File: config.mk
export PLATFORM = sky130hd
export DESIGN_NAME = alu_issue_ctrl
export DESIGN_NICKNAME = d
export VERILOG_FILES = /design/src/rtl/alu_pkg.sv /design/src/rtl/alu_cmd_fifo.sv /design/src/rtl/alu_issue_ctrl.sv
export SDC_FILE = /design/constraint.sdc
export NUM_CORES = 1
export LEC_CHECK = 0
export BUFFER_PORTS_ARGS = -buffer_cell sky130_fd_sc_hd__clkbuf_2
export CORE_MARGIN = 2
export CORE_UTILIZATION = 29
export CTS_CLUSTER_DIAMETER = 200
export CTS_CLUSTER_SIZE = 24
export DETAILED_ROUTE_END_ITERATION = 8
export MAX_ROUTING_LAYER = met4
export PLACE_DENSITY = 0.43
export SLEW_MARGIN = 20
export SYNTH_ARGS = -nofsm -noshare
export SYNTH_HDL_FRONTEND = slang
export SYNTH_SLANG_ARGS = --single-unit
File: constraint.sdc
create_clock -name clk -period 5.6 [get_ports clk]
set_input_delay 0.28 -clock clk [delete_from_list [all_inputs] [get_ports clk]]
set_output_delay 0.28 -clock clk [all_outputs]
set_load 0.02 [all_outputs]
File: src/rtl/alu_pkg.sv
// ---------------------------------------------------------------------------
// alu_pkg
//   Definitions shared by the ALU command front end and its sub-blocks:
//     - ALU opcode encodings (OP_*)
//     - bit positions of the {Z,N,C,V} flags inside a 4-bit flag word
//     - issue FSM state type
// ---------------------------------------------------------------------------
package alu_pkg;

    localparam logic [2:0] OP_ADD = 3'b000;
    localparam logic [2:0] OP_SUB = 3'b001;
    localparam logic [2:0] OP_AND = 3'b010;
    localparam logic [2:0] OP_OR  = 3'b011;
    localparam logic [2:0] OP_NOT = 3'b100;

    localparam int unsigned FLAG_Z = 3;
    localparam int unsigned FLAG_N = 2;
    localparam int unsigned FLAG_C = 1;
    localparam int unsigned FLAG_V = 0;

    localparam int unsigned FLAGS_W = 4;

    typedef enum logic [1:0] {
        ST_IDLE = 2'd0,
        ST_EXEC = 2'd1,
        ST_HOLD = 2'd2
    } issue_state_e;

endpackage

File: src/rtl/alu_cmd_fifo.sv
// ---------------------------------------------------------------------------
// alu_cmd_fifo
//   Synchronous FIFO holding ALU commands. One entry is the packed word
//   {cmd_acc, cmd_opcode[2:0], cmd_a[WIDTH-1:0], cmd_b[WIDTH-1:0]}.
//   The head entry is always visible on rd_data (show-ahead).
//
//   Ports:
//     clk, rst  - clock, synchronous active-high reset (empties the FIFO)
//     wr_en     - write request; ignored while full
//     wr_data   - entry to write
//     rd_en     - pop request; ignored while empty
//     rd_data   - current head entry
//     full      - DEPTH entries stored
//     empty     - no entries stored
// ---------------------------------------------------------------------------
module alu_cmd_fifo #(
    parameter  int unsigned WIDTH   = 8,
    parameter  int unsigned DEPTH   = 4,
    localparam int unsigned ENTRY_W = 2 * WIDTH + 4
) (
    input  logic               clk,
    input  logic               rst,
    input  logic               wr_en,
    input  logic [ENTRY_W-1:0] wr_data,
    input  logic               rd_en,
    output logic [ENTRY_W-1:0] rd_data,
    output logic               full,
    output logic               empty
);

    localparam int unsigned PTR_W = (DEPTH > 1) ? $clog2(DEPTH) : 1;
    localparam int unsigned CNT_W = PTR_W + 1;

    logic [ENTRY_W-1:0] mem_q [DEPTH];
    logic [ENTRY_W-1:0] mem_d [DEPTH];
    logic [PTR_W-1:0]   wr_ptr_q, wr_ptr_d;
    logic [PTR_W-1:0]   rd_ptr_q, rd_ptr_d;
    logic [CNT_W-1:0]   count_q, count_d;
    logic               do_wr;
    logic               do_rd;

    assign full    = (count_q == CNT_W'(DEPTH));
    assign empty   = (count_q == '0);
    assign do_wr   = wr_en && !full;
    assign do_rd   = rd_en && !empty;
    assign rd_data = mem_q[rd_ptr_q];

    // DEPTH is a power of two, so the pointers wrap by natural overflow.
    always_comb begin
        mem_d    = mem_q;
        wr_ptr_d = wr_ptr_q;
        rd_ptr_d = rd_ptr_q;
        count_d  = count_q;

        if (do_wr) begin
            mem_d[wr_ptr_q] = wr_data;
            wr_ptr_d        = wr_ptr_q + PTR_W'(1);
        end
        if (do_rd) begin
            rd_ptr_d = rd_ptr_q + PTR_W'(1);
        end

        unique case ({do_wr, do_rd})
            2'b10:   count_d = count_q + CNT_W'(1);
            2'b01:   count_d = count_q - CNT_W'(1);
            default: count_d = count_q;
        endcase
    end

    always_ff @(posedge clk) begin
        if (rst) begin
            wr_ptr_q <= '0;
            rd_ptr_q <= '0;
            count_q  <= '0;
            for (int unsigned i = 0; i < DEPTH; i++) begin
                mem_q[i] <= '0;
            end
        end else begin
            wr_ptr_q <= wr_ptr_d;
            rd_ptr_q <= rd_ptr_d;
            count_q  <= count_d;
            mem_q    <= mem_d;
        end
    end

endmodule

File: src/rtl/alu_issue_ctrl.sv
// ---------------------------------------------------------------------------
// alu_issue_ctrl
//   Command-side front end for a combinational ALU. Commands are queued in
//   alu_cmd_fifo, issued one at a time onto registered ALU operand/opcode
//   outputs, and the ALU result/flags are captured into a registered
//   valid/ready response. An accumulator keeps the last result so a command
//   can use it in place of operand A.
//
//   Ports:
//     clk, rst                  - clock, synchronous active-high reset
//     cmd_valid/cmd_ready       - command handshake (cmd_ready = !full)
//     cmd_opcode, cmd_a, cmd_b  - command fields
//     cmd_acc                   - 1: use the accumulator as operand A
//     alu_a, alu_b, alu_opcode  - registered ALU inputs
//     alu_result, alu_z/n/c/v   - ALU outputs (combinational from alu_*)
//     rsp_valid/rsp_ready       - response handshake
//     rsp_result, rsp_flags     - captured result and {Z,N,C,V}
//     acc_value                 - accumulator contents
//     busy                      - FSM not idle or FIFO non-empty
// ---------------------------------------------------------------------------
module alu_issue_ctrl
    import alu_pkg::*;
#(
    parameter int unsigned WIDTH = 8,
    parameter int unsigned DEPTH = 4
) (
    input  logic               clk,
    input  logic               rst,

    input  logic               cmd_valid,
    output logic               cmd_ready,
    input  logic [2:0]         cmd_opcode,
    input  logic [WIDTH-1:0]   cmd_a,
    input  logic [WIDTH-1:0]   cmd_b,
    input  logic               cmd_acc,

    output logic [WIDTH-1:0]   alu_a,
    output logic [WIDTH-1:0]   alu_b,
    output logic [2:0]         alu_opcode,
    input  logic [WIDTH-1:0]   alu_result,
    input  logic               alu_z,
    input  logic               alu_n,
    input  logic               alu_c,
    input  logic               alu_v,

    output logic               rsp_valid,
    input  logic               rsp_ready,
    output logic [WIDTH-1:0]   rsp_result,
    output logic [FLAGS_W-1:0] rsp_flags,

    output logic [WIDTH-1:0]   acc_value,
    output logic               busy
);

    localparam int unsigned ENTRY_W = 2 * WIDTH + 4;

    // FIFO interface
    logic               fifo_full;
    logic               fifo_empty;
    logic               fifo_pop;
    logic [ENTRY_W-1:0] fifo_wdata;
    logic [ENTRY_W-1:0] fifo_rdata;

    // Unpacked head-of-queue command
    logic               head_acc;
    logic [2:0]         head_opcode;
    logic [WIDTH-1:0]   head_a;
    logic [WIDTH-1:0]   head_b;

    // Registered state
    issue_state_e       state_q, state_d;
    logic [WIDTH-1:0]   alu_a_q, alu_a_d;
    logic [WIDTH-1:0]   alu_b_q, alu_b_d;
    logic [2:0]         alu_op_q, alu_op_d;
    logic               rsp_valid_q, rsp_valid_d;
    logic [WIDTH-1:0]   rsp_result_q, rsp_result_d;
    logic [FLAGS_W-1:0] rsp_flags_q, rsp_flags_d;
    logic [WIDTH-1:0]   acc_q, acc_d;

    assign fifo_wdata = {cmd_acc, cmd_opcode, cmd_a, cmd_b};

    assign head_acc    = fifo_rdata[ENTRY_W-1];
    assign head_opcode = fifo_rdata[ENTRY_W-2 -: 3];
    assign head_a      = fifo_rdata[2*WIDTH-1 -: WIDTH];
    assign head_b      = fifo_rdata[WIDTH-1:0];

    alu_cmd_fifo #(
        .WIDTH (WIDTH),
        .DEPTH (DEPTH)
    ) u_cmd_fifo (
        .clk     (clk),
        .rst     (rst),
        .wr_en   (cmd_valid),
        .wr_data (fifo_wdata),
        .rd_en   (fifo_pop),
        .rd_data (fifo_rdata),
        .full    (fifo_full),
        .empty   (fifo_empty)
    );

    // Issue FSM. A pop always loads the issue registers from the FIFO head;
    // acc_q is read at that point, one edge after the EXEC edge that last
    // wrote it, so chained accumulator commands see the fresh value.
    always_comb begin
        state_d      = state_q;
        alu_a_d      = alu_a_q;
        alu_b_d      = alu_b_q;
        alu_op_d     = alu_op_q;
        rsp_valid_d  = rsp_valid_q;
        rsp_result_d = rsp_result_q;
        rsp_flags_d  = rsp_flags_q;
        acc_d        = acc_q;
        fifo_pop     = 1'b0;

        unique case (state_q)
            ST_IDLE: begin
                if (!fifo_empty) begin
                    fifo_pop = 1'b1;
                    alu_a_d  = head_acc ? acc_q : head_a;
                    alu_b_d  = head_b;
                    alu_op_d = head_opcode;
                    state_d  = ST_EXEC;
                end
            end

            ST_EXEC: begin
                rsp_result_d         = alu_result;
                rsp_flags_d          = '0;
                rsp_flags_d[FLAG_Z]  = alu_z;
                rsp_flags_d[FLAG_N]  = alu_n;
                rsp_flags_d[FLAG_C]  = alu_c;
                rsp_flags_d[FLAG_V]  = alu_v;
                acc_d                = alu_result;
                rsp_valid_d          = 1'b1;
                state_d              = ST_HOLD;
            end

            ST_HOLD: begin
                if (rsp_ready) begin
                    rsp_valid_d = 1'b0;
                    if (!fifo_empty) begin
                        fifo_pop = 1'b1;
                        alu_a_d  = head_acc ? acc_q : head_a;
                        alu_b_d  = head_b;
                        alu_op_d = head_opcode;
                        state_d  = ST_EXEC;
                    end else begin
                        state_d  = ST_IDLE;
                    end
                end
            end

            default: begin
                state_d = ST_IDLE;
            end
        endcase
    end

    always_ff @(posedge clk) begin
        if (rst) begin
            state_q      <= ST_IDLE;
            alu_a_q      <= '0;
            alu_b_q      <= '0;
            alu_op_q     <= '0;
            rsp_valid_q  <= 1'b0;
            rsp_result_q <= '0;
            rsp_flags_q  <= '0;
            acc_q        <= '0;
        end else begin
            state_q      <= state_d;
            alu_a_q      <= alu_a_d;
            alu_b_q      <= alu_b_d;
            alu_op_q     <= alu_op_d;
            rsp_valid_q  <= rsp_valid_d;
            rsp_result_q <= rsp_result_d;
            rsp_flags_q  <= rsp_flags_d;
            acc_q        <= acc_d;
        end
    end

    assign cmd_ready  = !fifo_full;
    assign alu_a      = alu_a_q;
    assign alu_b      = alu_b_q;
    assign alu_opcode = alu_op_q;
    assign rsp_valid  = rsp_valid_q;
    assign rsp_result = rsp_result_q;
    assign rsp_flags  = rsp_flags_q;
    assign acc_value  = acc_q;
    assign busy       = (state_q != ST_IDLE) || !fifo_empty;

endmodule
==> metrics.txt <==
FF-to-FF End u_cmd_fifo.count_q[2]$_SDFFE_PP0P_; CP endpoint kind register; CTS sink count 121; Setup WS pre-CTS 2.750 ns; DR pass1 iterations 4; Placed Cells 831; RePlAce Congestion 0.7598; antenna-violating nets left 0; post-route DRC violation count 0; antenna cell count 0; post-route cell area 6013 µm²; DR WL/cell 15.86 µm; FP Rows 47; Post-CTS Repair Setup Buffers 0; Crit Path Max Fanout 29; Via Count 4053; hold buffer count at CTS 0; Clock Skews 0.008617 ns; via/cell ratio 4.702; Seq/Total Area, Yosys 48.67%; Clock Root Buffer clkbuf_16; placed cell area 5383 µm²; Clk pin slew, worst setup/hold paths 0.05 ns; DR iter-0 viols 254; # setup viols final 0; max-slew violations 0; CP required 5.94 ns; antenna violations before repair 0; GR Util All Layers 16.08%; global-route wire length before repair 21.60 mm; IO Pins 78; leakage power 2.212 nW; reg2reg setup slack 2.79 ns; CTS tree yes; Worst Min Path Start alu_result[4]; post-layout power 2.983 mW; RSZ-0062 raised after global routing false; fmax 355.3 MHz; largest net degree at the start of global routing 99; Worst Setup Start Kind register; Slew @ Worst Pin 1.087 ns; Worst VDD drop 0.2245 mV; Max Cap Viol 0; die span in y 135.0 µm; Horiz. Die Dim 135.0 µm; worst skew pair latency 0.41 ns; ratio of cells with drive above 1 in the final layout 20.87%; Avg Cell Area, Syn 8.596 µm²; Buffers on Ports 77; Final WS setup 2.785 ns; yosys warns 0; hold crit path type primary input to register; vias in the first global route 4054; GRT Residual Overflow 0; Setup Crit Path Kind register to register; total negative slack 0 ns; Bufs on Longest Clock Path 2; FF-to-FF path depth 9; final period demand of the worst path 2.815 ns; total CTS buffers 17; Core Area 16700 µm²; Syn Std Cell Area 4977 µm²; P&R area growth vs syn 20.81%; worst path arrival time 3.16 ns; Fin. Hold Viols 0; drt total wl 13.67 mm; hpwl dp 8.418 mm; status finished clean; Initial Util 29.80%; crit share post-route 50.26%; R2R Path Start u_cmd_fifo.count_q[0]$_SDFFE_PP0P_; Rel. slew slack 27.51%; Nets 672; H-tree depth 4; Synth Net Count 621; Syn Inst Count 579; post-cts resize count 0; Hold Path Cell Cnt 3; Hold Path Sink acc_value[4]$_SDFFE_PP0P_; post-synth cell types 27; final std cells w/o fill 862; DIE AREA 18230 µm²; Seq cells post-synth 121; Power per Cell Area 496.1 nW/µm²
-- cells in the final DEF, fill, tap and decap left out --
cell type   count
nor2b_1         2
clkbuf_1        2
nor4b_1         1
fa_1            1
nand2_1       209
a21oi_1       107
clkinvlp_4      2
nand3_1         4
o21ai_0         2
clkbuf_2       76
nand3_2         1
nor3_1          1
or3b_1          1
nand2b_1        2
clkbuf_8        6
nor2_1         17
inv_1           6
clkinv_2        1
inv_2           1
dfxtp_1       121
ha_1            5
buf_4           6
or3_4           1
or3_1           1
clkbuf_16      17
a211oi_1        9
mux2i_1         8
xnor2_1         3
mux4_2         20
xor2_1          2
and3_1          4
bufinv_16       3
-- cell usage after synthesis --
cell	count	area share (%)
or3_1	1	0.13
nand3_1	5	0.50
xnor2_1	3	0.53
nand2b_1	2	0.25
ha_1	5	1.3
and3_1	4	0.50
fa_1	1	0.40
dfxtp_1	121	49
buf_6	3	0.68
buf_2	8	0.80
a21oi_1	107	11
xor2_1	2	0.35
nor3_1	1	0.10
nor2b_1	2	0.25
inv_1	6	0.45
or3b_1	1	0.18
mux4_2	20	9.0
nor2_1	17	1.3
nand2_1	209	16
mux2i_1	8	1.6
inv_2	1	0.075
buf_4	20	3.0
a211oi_1	9	1.4
nor4b_1	1	0.18
clkbuf_1	19	1.4
or3_4	1	0.23
o21ai_0	2	0.20
-- worst max-delay path, cell delays in order, from the launching register on --
cell     delay (ns)
dfxtp_1        0.37
nor3_1         0.10
or3_4          0.47
inv_2          0.47
ha_1           0.29
inv_1          0.07
fa_1           0.37
xor2_1         0.16
or3_1          0.31
a21oi_1        0.14
-- power breakdown --
part           internal, mW  switching (mW)  total (mW)
Combinational         0.272           0.504       0.775
Sequential            0.975          0.0881        1.06
Clock                 0.768           0.377        1.14
Total                  2.01           0.968        2.98
-- metrics by stage --
step | hold slack (ns) | util [%]
floorplan | 0.4160 | -
global placement | 0.4387 | 32.23
detailed placement | 0.4465 | 32.23
CTS | 0.07083 | 35.98
global route | 0.07747 | 36.01
finish | 0.09145 | 36.01
-- routing by layer --
metal  part of all wire (%)  track usage [%]  vias up
met4                   0.68            4.861        0
met3                    3.8            3.979        6
li1                       -                -     2022
met5                      0                -        -
met2                     51            27.16       75
met1                     45            18.97     1950
-- kinds of logic after synthesis --
logic type                 after synthesis  share of synthesized area (%)
buffers and inverters                   57                          6.460
muxes                                   28                          10.66
AOI/OAI and AO/OA                      118                          12.32
xor gates and xnor gates                 5                         0.8800
adders and majority gates                6                          1.659
and+or+nand+nor                        244                          19.36
DFF                                    121                          48.67
-- final cells by class --
cell class	count	area (µm²)
multi-input combinational	401	2238
sequential	121	2422
fill	1735	10690
timing repair buffer	82	425.4
clock buffer	25	515.5
tap	220	275.3
clock inverter	6	110.1
inverter	7	26.28
-- registers in the layout (all words and copies together) (netlist names) --
| name | cells |
|---|---|
| acc_value | 8 |
| alu_a | 8 |
| alu_b | 8 |
| alu_opcode | 3 |
| rsp_flags | 4 |
| rsp_valid | 1 |
| state_q | 2 |
| u_cmd_fifo.count_q | 3 |
| u_cmd_fifo.mem_q | 80 |
| u_cmd_fifo.rd_ptr_q | 2 |
| u_cmd_fifo.wr_ptr_q | 2 |
-- worst max path at each step --
| stage | startpoint | end |
|---|---|---|
| floorplan | u_cmd_fifo.count_q[0]$_SDFFE_PP0P_ | u_cmd_fifo.count_q[2]$_SDFFE_PP0P_ |
| detailed placement | u_cmd_fifo.count_q[0]$_SDFFE_PP0P_ | u_cmd_fifo.count_q[2]$_SDFFE_PP0P_ |
| CTS | u_cmd_fifo.count_q[0]$_SDFFE_PP0P_ | u_cmd_fifo.count_q[2]$_SDFFE_PP0P_ |
| global placement | u_cmd_fifo.count_q[0]$_SDFFE_PP0P_ | u_cmd_fifo.count_q[2]$_SDFFE_PP0P_ |
| global route | u_cmd_fifo.count_q[0]$_SDFFE_PP0P_ | u_cmd_fifo.count_q[2]$_SDFFE_PP0P_ |
| finish | u_cmd_fifo.count_q[0]$_SDFFE_PP0P_ | u_cmd_fifo.count_q[2]$_SDFFE_PP0P_ |
(Power assumes the default switching activity.)
